[config.mk]
export PLATFORM = sky130hd
export DESIGN_NAME = quadrature_decoder_counter
export DESIGN_NICKNAME = d
export VERILOG_FILES = /design/src/rtl/quadrature_decoder_counter.sv
export SDC_FILE = /design/constraint.sdc
export NUM_CORES = 1
export LEC_CHECK = 0
export ABC_AREA = 1
export BUFFER_PORTS_ARGS = -buffer_cell sky130_fd_sc_hd__buf_2
export CORE_AREA = 4 4 53 55
export CTS_CLUSTER_DIAMETER = 50
export DETAILED_ROUTE_END_ITERATION = 8
export DIE_AREA = 0 0 57 59
export GPL_TIMING_DRIVEN = 0
export PLACE_DENSITY_LB_ADDON = 0.25
export SYNTH_ARGS = -nofsm -noshare
export SYNTH_HDL_FRONTEND = slang
export SYNTH_SLANG_ARGS = --single-unit
[constraint.sdc]
create_clock -name clk -period 2.75 [get_ports clk]
set_input_delay 0.275 -clock clk [delete_from_list [all_inputs] [get_ports clk]]
set_output_delay 0.275 -clock clk [all_outputs]
set_load 0.01 [all_outputs]
[src/rtl/quadrature_decoder_counter.sv]
// Quadrature A/B decoder: synchronises the phases, decodes direction and step
// pulses, keeps a loadable modulo-2^BIT position count and a sticky illegal-jump flag.
module quadrature_decoder_counter #(
    parameter int BIT = 8
) (
    input  logic           clk,
    input  logic           clr,
    input  logic           a_in,
    input  logic           b_in,
    input  logic           load,
    input  logic [BIT-1:0] pre_load,
    output logic [BIT-1:0] count,
    output logic           dir,
    output logic           step,
    output logic           err
);

    typedef enum logic [1:0] {
        MOVE_NONE,
        MOVE_UP,
        MOVE_DOWN,
        MOVE_ILLEGAL
    } move_t;

    logic  a_s1, a_s2, b_s1, b_s2;
    logic  [1:0] prev;
    logic  [1:0] cur;
    move_t move;

    // Synchroniser and history run free through clr, so release never sees a stale phase.
    always_ff @(posedge clk) begin
        a_s1 <= a_in;
        a_s2 <= a_s1;
        b_s1 <= b_in;
        b_s2 <= b_s1;
        prev <= {a_s2, b_s2};
    end

    assign cur = {a_s2, b_s2};

    always_comb begin
        move = MOVE_NONE;
        case ({prev, cur})
            4'b00_01, 4'b01_11, 4'b11_10, 4'b10_00: move = MOVE_UP;
            4'b00_10, 4'b10_11, 4'b11_01, 4'b01_00: move = MOVE_DOWN;
            4'b00_11, 4'b11_00, 4'b01_10, 4'b10_01: move = MOVE_ILLEGAL;
            default:                                move = MOVE_NONE;
        endcase
    end

    always_ff @(posedge clk) begin
        if (clr) begin
            count <= '0;
            dir   <= 1'b0;
            step  <= 1'b0;
            err   <= 1'b0;
        end else if (load) begin
            count <= pre_load;
            step  <= 1'b0;
        end else begin
            step <= 1'b0;
            case (move)
                MOVE_UP: begin
                    count <= count + 1'b1;
                    dir   <= 1'b1;
                    step  <= 1'b1;
                end
                MOVE_DOWN: begin
                    count <= count - 1'b1;
                    dir   <= 1'b0;
                    step  <= 1'b1;
                end
                MOVE_ILLEGAL: err <= 1'b1;
                default: ;
            endcase
        end
    end

endmodule

==> out/qor.yml <==
outcome:
  status: "finished clean"
placement:
  hpwlAfterDp_mm: 2.00
  place_ws_ps: 785
  dpl_cell_area_um2: 1250
  place.gp.congestion: 0.796
  portBuffers: 23
clock_network:
  postCtsSetupBuffers: 0
  cts_sinks: 17
  clockBufferDepth: 2
  clkLatencyLatePin_ps: 290
  post_cts_resized: 0
  htree_levels: 1
  hold_buffers: 0
  cts_tree: "yes"
  clk_pin_slew_worst_paths_ps: 100
  cts_root_buffer: "clkbuf_4"
  cts_buffers: 3
floorplan:
  initial_core_util_pct: 45.9
  die_y_um: 59
  die-area_um2: 3360
  core_area_um2: 2390
  io_pins: 24
  row_count: 18
  die_w_um: 57
pwr:
  power_uw: 617
  p_per_area_nw_per_um2: 485
  ir_worst_vdd_v: 0.000300
  power.internal_uw: 401
  power_frac_seq_pct: 47.0
  clockPowerShare_pct: 21.7
  pwr-share-comb_pct: 31.2
  p_leak_nw: 0.690
  switchingPower_uw: 216
  swShare_pct: 35.0
timing:
  fmax_mhz: 505
  drv_slew: 0
  fin_crit_sh_pct: 72.0
  post-route-min-period_ps: 1980
  holdWs_ps: 79.1
  setup_viol: 0
  rsz0062_at_grt: "no"
  worstMarginPinSlew_ps: 428
  max_slew_margin_pct: 71.4
  finalHoldViolCount: 0
  fin_skew_ps: 1.22
  fin_tns_setup_ps: 0
  setup_slack_ps: 771
setup_path:
  arrival_ps: 2160
  cp_num_buf_inv: 2
  r2r-end: "count[4]"
  cp_common_cell: "nand2_1"
  critical_path_class: "register to register"
  critPathRequiredTime_ps: 2930
  reg2reg_depth: 14
  slowest_stage: "dfxtp_1"
  reg2reg_from: "move[1]"
  cp_slowest_stage_delay_ps: 400
  crit_chain: "ha_1 -> buf_6 -> nand2_1 -> nand2_1 -> inv_1 -> ha_1 -> a21oi_1 -> nor2_1 -> nand2_1 -> nand2_1 -> nand2_1 -> nand3_1 -> nand2_1 -> a21oi_1"
  end_kind: "register"
  r2r_setup_slack_ps: 770
  start_kind: "register"
  critical_path.top_delay_family: "simple AND/OR/NAND/NOR gates"
  cp_max_fo: 10
cells_and_area:
  synthToLayoutAreaGrowth_pct: 16.3
  antenna_cells: 0
  fillCellCount: 261
  seq_area_um2: 340
  fin_area_um2: 1270
  multi_input_area_um2: 621
  nNetsFinal: 215
  layout-drive-gt1-share_pct: 21.4
synth:
  yosys.area.top_type: "dfxtp_1"
  dominantRegCellSynth: "dfxtp_1"
  ys_seq_elements: 17
  netlist.area_leader.share_pct: 31.1
  yosys-top-cells-area: "dfxtp_1 31%, nand2_1 15%, inv_1 9.9%"
  ys_async_sr_fraction_pct: 0
  ys_types: 27
  syn_area_per_cell_um2: 6.48
  synth.cell_area_um2: 1090
  synthesis.nets: 187
  yosysSeqAreaShare_pct: 31.1
  netlist_instances: 169
  synth-edff-count: 0
  yosys_warnings: 0
min_path:
  worstHoldEndpoint: "b_s1"
  hold_path_class: "input pin to register"
  worst_hold_path.num_cells: 1
  hp-start: "b_in"
drt:
  drtIter0Drc: 22
  drc: 0
  vias_per_cell: 4.77
  vias: 1079
  firstDrtPassIters: 4
  wl_per_cell_um: 11.2
  drtAntennaViolNets: 0
  drt_wl_total_mm: 2.52
grt:
  grt_remaining_overflow: 0
  first_global_vias: 976
  grt_pass1_wl_mm: 4.02
  grt_max_degree: 11
  antenna_found_initial: 0
  track_usage_pct: 15.4
job:
  max-cap-violations: 0
## power groups by stage
stage	Clock, mW	Combinational [mW]	Sequential, mW
3_5_place_dp	0	0.194	0.296
3_3_place_gp	0	0.190	0.294
6_report	0.134	0.193	0.290
5_1_grt	0.145	0.219	0.293
4_1_cts	0.135	0.195	0.290
2_1_floorplan	0	0.135	0.298
## placed cells by master, fill, tap and decap left out, drive strengths merged, types with 5 or more instances in the layout
cell,n
o21ai,7
ha,5
buf,26
nand2,48
inv,29
a21oi,11
nand3,14
nor2,21
dfxtp,17
clkbuf,5
## how the worst max path moves through the flow
stage,from,to,cells past startpoint,slack [ps]
global placement,move[0],count[4],15,860
CTS,move[0],count[4],15,780
global route,move[0],count[4],15,550
floorplan,move[0],count[4],15,1030
finish,move[1],count[4],14,770
detailed placement,move[0],count[4],15,780
## cell usage after synthesis (2+ instances only)
cell      count
dfxtp_1      17
nand2_2       4
buf_2         2
nor2_4        2
inv_1        29
nand2_1      44
ha_1          5
nor3_1        2
o21ai_0       7
nand3_2       2
a21oi_1      10
nand3_1      12
nand3b_1      2
nor2_2        2
nor2_1       17
## registers in the layout, summed over array words and instances (netlist names)
| register | flops |
|---|---|
| count | 8 |
| dir | 1 |
| move | 2 |
| a_s2 | 1 |
| b_s2 | 1 |
| a_s1 | 1 |
| b_s1 | 1 |
| step | 1 |
| err | 1 |
## routing by layer
metal	routed length, um	global-route usage, %	share of wire [%]	vias up
met5	0	0	0	-
met4	15	5.63	0.59	0
met3	126	3.05	5.0	2
met2	1250	28.2	50	24
met1	1130	17.7	45	476
li1	-	-	-	577
## final cells by class
type                            instances  area share [%]
Clock buffer                            4            2.06
Multi-Input combinational cell        119            48.7
Timing Repair Buffer                   23            9.04
Sequential cell                        17            26.7
Tap cell                               30            2.95
Inverter                               29            8.55
Buffer                                  4            1.96
## logic make-up after synthesis
group	share of synthesized area, %
simple gates	37.1
buf+inv	12.2
compound gates	13.0
flops	31.1
fa+ha+maj	5.71
xor+xnor	0.800
## per-stage QoR
stage	std cells	utilization [%]
4_1_cts	226	53.4
3_5_place_dp	222	52.3
2_1_floorplan	169	-
5_1_grt	226	53.4
6_report	226	53.4
3_3_place_gp	222	52.3
Power figures use the tool's default switching activity.
